===== src/rtl/serial_borrow_subtractor_pkg.sv =====
`default_nettype none
// +------------------------------------------------------------------+
// | Package : serial_sub_pkg                                         |
// | Brief   : FSM state encoding and bit-index sizing helper for the |
// |           bit-serial borrow subtractor.                          |
// | Rev     : 1.0  initial release                                   |
// +------------------------------------------------------------------+
package serial_sub_pkg;

  typedef enum logic [1:0] {
    IDLE = 2'd0,
    RUN  = 2'd1,
    DONE = 2'd2
  } state_t;

  // Width of a counter that walks bit positions 0..w-1 (never narrower than 1).
  function automatic int idx_width(input int w);
    return (w <= 1) ? 1 : $clog2(w);
  endfunction

endpackage
`default_nettype wire


===== src/rtl/serial_borrow_subtractor_fs.sv =====
`default_nettype none
// +------------------------------------------------------------------+
// | Module  : full_subtractor                                        |
// | Brief   : One-bit combinational full subtractor (a - b - bin).   |
// | Rev     : 1.0  initial release                                   |
// +------------------------------------------------------------------+
module full_subtractor (
  input  logic a,
  input  logic b,
  input  logic bin,
  output logic d,
  output logic bout
);

  // Difference bit and borrow out of this position.
  always_comb begin
    d    = a ^ b ^ bin;
    bout = (~a & b) | (~(a ^ b) & bin);
  end

endmodule
`default_nettype wire


===== src/rtl/serial_borrow_subtractor.sv =====
`default_nettype none
// +------------------------------------------------------------------+
// | Module  : serial_borrow_subtractor                               |
// | Brief   : Bit-serial unsigned subtractor, one bit per cycle from |
// |           the LSB, with valid/ready handshakes on both sides.    |
// |           Optional checker: define SERIAL_SUB_CHECK_EN to add a  |
// |           shadow copy of the operands and concurrent assertions. |
// | Rev     : 1.0  initial release                                   |
// +------------------------------------------------------------------+
module serial_borrow_subtractor
  import serial_sub_pkg::*;
#(
  parameter int DATA_WIDTH = 8
) (
  input  logic                  clk,
  input  logic                  rst,
  input  logic                  in_valid,
  output logic                  in_ready,
  input  logic [DATA_WIDTH-1:0] a,
  input  logic [DATA_WIDTH-1:0] b,
  output logic                  out_valid,
  input  logic                  out_ready,
  output logic [DATA_WIDTH:0]   diff,
  output logic [DATA_WIDTH-1:0] borrow_int
);

  localparam int                c_IDX_W    = idx_width(DATA_WIDTH);
  localparam logic [c_IDX_W-1:0] c_LAST_IDX = c_IDX_W'(DATA_WIDTH - 1);
  localparam logic [c_IDX_W-1:0] c_IDX_ONE  = c_IDX_W'(1);

  state_t                r_state;
  state_t                w_next;
  logic [DATA_WIDTH-1:0] r_a;
  logic [DATA_WIDTH-1:0] r_b;
  logic [c_IDX_W-1:0]    r_idx;
  logic                  r_bin;
  logic [DATA_WIDTH-1:0] r_diff_lo;
  logic                  r_diff_msb;
  logic [DATA_WIDTH-1:0] r_borrow;
  logic                  w_d;
  logic                  w_bout;
  logic                  w_last;

  assign w_last     = (r_idx == c_LAST_IDX);
  assign in_ready   = (r_state == IDLE);
  assign out_valid  = (r_state == DONE);
  assign diff       = {r_diff_msb, r_diff_lo};
  assign borrow_int = r_borrow;

  // Single shared bit slice, fed by the currently indexed operand bits.
  full_subtractor u_fs (
    .a    (r_a[r_idx]),
    .b    (r_b[r_idx]),
    .bin  (r_bin),
    .d    (w_d),
    .bout (w_bout)
  );

  // State register; reset wins over any handshake.
  always_ff @(posedge clk) begin
    if (rst) r_state <= IDLE;
    else     r_state <= w_next;
  end

  // Next-state: accept in IDLE, walk all bits in RUN, hold result in DONE.
  always_comb begin
    w_next = r_state;
    case (r_state)
      IDLE:    if (in_valid)  w_next = RUN;
      RUN:     if (w_last)    w_next = DONE;
      DONE:    if (out_ready) w_next = IDLE;
      default: w_next = IDLE;
    endcase
  end

  // Datapath: latch operands on accept, then write one result bit per RUN cycle.
  always_ff @(posedge clk) begin
    if (rst) begin
      r_a        <= '0;
      r_b        <= '0;
      r_idx      <= '0;
      r_bin      <= 1'b0;
      r_diff_lo  <= '0;
      r_diff_msb <= 1'b0;
      r_borrow   <= '0;
    end else begin
      case (r_state)
        IDLE: begin
          if (in_valid) begin
            r_a        <= a;
            r_b        <= b;
            r_idx      <= '0;
            r_bin      <= 1'b0;
            r_diff_lo  <= '0;
            r_diff_msb <= 1'b0;
            r_borrow   <= '0;
          end
        end
        RUN: begin
          r_diff_lo[r_idx] <= w_d;
          r_borrow[r_idx]  <= w_bout;
          r_bin            <= w_bout;
          r_idx            <= r_idx + c_IDX_ONE;
          if (w_last) r_diff_msb <= w_bout;
        end
        default: ;
      endcase
    end
  end

`ifdef SERIAL_SUB_CHECK_EN
  logic [DATA_WIDTH-1:0] r_a_shadow;
  logic [DATA_WIDTH-1:0] r_b_shadow;

  // Independent copy of the accepted operands for the result check.
  always_ff @(posedge clk) begin
    if (rst) begin
      r_a_shadow <= '0;
      r_b_shadow <= '0;
    end else if (in_ready && in_valid) begin
      r_a_shadow <= a;
      r_b_shadow <= b;
    end
  end

  a_result_ok : assert property (@(posedge clk) disable iff (rst)
    out_valid |-> (diff == ({1'b0, r_a_shadow} - {1'b0, r_b_shadow})));

  a_result_stable : assert property (@(posedge clk) disable iff (rst)
    (out_valid && !out_ready) |=> $stable(diff));

  a_hs_exclusive : assert property (@(posedge clk) disable iff (rst)
    !(in_ready && out_valid));
`endif

endmodule
`default_nettype wire


===== config.mk =====
export PLATFORM = sky130hd
export DESIGN_NAME = serial_borrow_subtractor
export DESIGN_NICKNAME = d
export VERILOG_FILES = /design/src/rtl/serial_borrow_subtractor_pkg.sv /design/src/rtl/serial_borrow_subtractor_fs.sv /design/src/rtl/serial_borrow_subtractor.sv
export SDC_FILE = /design/constraint.sdc
export NUM_CORES = 1
export LEC_CHECK = 0
export ABC_AREA = 1
export BUFFER_PORTS_ARGS = -buffer_cell sky130_fd_sc_hd__clkbuf_2
export CAP_MARGIN = 30
export CORE_MARGIN = 2
export CORE_UTILIZATION = 30
export DETAILED_ROUTE_END_ITERATION = 6
export SYNTH_ARGS = -nofsm -noshare
export SYNTH_HDL_FRONTEND = slang
export SYNTH_SLANG_ARGS = --single-unit

===== constraint.sdc =====
create_clock -name clk -period 4.8 [get_ports clk]
set_input_delay 0 -clock clk [delete_from_list [all_inputs] [get_ports clk]]
set_output_delay 0 -clock clk [all_outputs]
set_load 0.02 [all_outputs]

==> flow_summary.toml <==
[outcome]
status = "completed"

[grt]
antenna_found_initial = 0
grt.overflow.total = 0
grt_max_degree = 32
grt_pass1_vias = 1631
grt_usage_pct = 13.8
grt_pass1_wl_um = 7120

[setup_path]
crit_fanout = 19
critPathArrivalTime_ns = 2.76
cpMaxStageDelayCell = "dfxtp_1"
startpoint_type = "flip-flop"
cp_top_family = "flip-flops"
slowest_delay_ns = 0.73
crit_path_end_kind = "flip-flop"
crit_required_ns = 5.02
crit_buf_inv = 1
crit_top_cell = "nand2_1"
crit_chain = "inv_2 > nand2_1 > a21oi_1 > o21ai_0 > nand2_1 > fa_1 > nor2_2 > nand2_1 > a21oi_1"
path_class = "flip-flop to flip-flop"

[timing]
min_period_ns = 2.54
post-route-period-util_pct = 53.0
hold_violations = 0
hold_slack_ns = 0.171
skew_ns = 0.00910
setup_viol = 0
max_freq_mhz = 393
slew_headroom_pct = 57.6
slew_violations = 0
rsz0062_at_grt = "false"
max_slew.worst_pin.slew_ns = 0.634
final.setup.tns_ns = 0

[route]
drtIter0Drc = 105
wl_per_cell_um = 10.9
via_per_inst = 4.50
drtAntennaViolNets = 0
drcViolationCount = 0
routed_wl_um = 4070
drtPass1Iterations = 4
vias = 1680

[die]
rows = 28
die_y_um = 81.5
dieArea_um2 = 6640
start_util_pct = 30.8
io_pins = 39
fp.dieW_um = 81.5
core_um2 = 5850

[power]
peakVddDrop_uv = 117
power_mw = 0.726
p_per_area_nw_per_um2 = 321
leakage_nw = 0.980

[cts]
htreeDepth = 2
ctsHoldBuffers = 17
ctsRootBufferMaster = "clkbuf_8"
cts_resized = 0
cts.sinks = 39
cts_setup_buffers = 0
cts_tree = "yes"
numCtsBuffers = 5
cts_buffer_depth = 2
clk_pin_slew_ns = 0.08
clk_latency_ns = 0.29

[synthesis]
synth_top_family_by_area = "simple AND/OR/NAND/NOR gates"
yosys_warnings = 0
synthMuxAreaShare_pct = 0
syn_inst = 249
synth_nets = 272
synth-compound-area-share_pct = 13.1
netlist_area_um2 = 1800
yosys.cell_types.count = 24
synth_xor_area_share_pct = 0
yosysSeqAreaShare_pct = 43.4
synth_seq_cells = 39
synthAdderAreaFrac_pct = 2.50
syn_area_per_cell_um2 = 7.23
yosys.area_share.simple_pct = 32.2

[layout]
antenna_cells = 0
fin_nets = 320
area_growth_pct = 25.7
nFillCells = 615
drive_above_1_share_pct = 20.8

[placement]
hpwl_um = 2850
numPortBuffers = 38
gp_congestion = 0.762

[hold_path]
hp-class = "input pin to flip-flop"

[run]
drv_cap = 0
sequential cells by signal, summed over array words and instances (netlist names):
register	flops
r_state	2
r_idx	3
r_diff_lo	8
r_b	8
r_bin	1
r_diff_msb	1
borrow_int	8
r_a	8
per-stage QoR:
step / worst slack, ns / util, % / instances / area [um2]
2_1_floorplan: 2.92 / - / 249 / 1800
3_3_place_gp: 2.36 / 33.8 / 348 / 1980
3_5_place_dp: 2.29 / 33.8 / 348 / 1980
4_1_cts: 2.27 / 38.7 / 373 / 2260
5_1_grt: 1.99 / 38.7 / 373 / 2260
6_report: 2.26 / 38.7 / 373 / 2260
final timing paths:
kind | start | slack [ns] | cells past startpoint | endpoint
worst max-delay path | r_idx[0] | 2.26 | 9 | r_diff_lo[3]
worst min-delay path | rst | 0.17 | 2 | r_idx[1]
worst max register to register | r_idx[0] | 2.26 | 9 | r_diff_lo[3]
worst min register to register | borrow_int[5] | 0.47 | 2 | borrow_int[5]
final cells by class:
class	instances	area, um2	area share (%)
timing repair buffer	55	360	15.9
clock buffer	6	82.6	3.65
clock inverter	2	35.0	1.55
inverter	13	50.0	2.21
multi-input combinational	183	861	38.0
sequential	39	781	34.5
tap	75	93.8	4.15
per-layer routing:
metal	GRT usage, %	share of wire, %	vias to the layer above
met5	0	0	-
met4	5.42	1.1	0
met3	3.41	4.3	4
met2	23.0	45	29
met1	17.0	50	752
li1	-	-	895
cells in the mapped netlist (all sizes together):
cell,count,area (um2)
nand3,19,95.1
o21a,1,7.51
nor3,4,30.0
clkinv,1,5.00
nor2,42,173
fa,1,20.0
ha,2,25.0
o21ai,19,95.1
buf,11,97.6
nand2,69,282
inv,12,45.0
clkbuf,3,11.3
a21oi,26,134
dfxtp,39,781
placed cells by master, fill, tap and decap left out, types with 3 or more instances in the layout:
master,instances
nand2_1,64
dfxtp_1,39
nor2_1,38
clkbuf_2,38
a21oi_1,25
o21ai_0,19
nand3_1,19
dlygate4sd3_1,17
inv_1,9
clkbuf_8,6
nor2_2,3
inv_2,3
nand2_2,3
logic make-up after synthesis:
| logic type | Yosys count |
|---|---|
| fa+ha+maj | 3 |
| flops | 39 |
| simple gates | 134 |
| compound gates | 46 |
| buf+inv | 27 |
where the power goes:
| part | internal (mW) | total (mW) | switching (mW) |
|---|---|---|---|
| Clock | 0.168 | 0.279 | 0.111 |
| Combinational | 0.0380 | 0.0949 | 0.0569 |
| Sequential | 0.338 | 0.352 | 0.0136 |
| Total | 0.544 | 0.726 | 0.182 |
No activity file was read; power rests on OpenSTA's default activity.
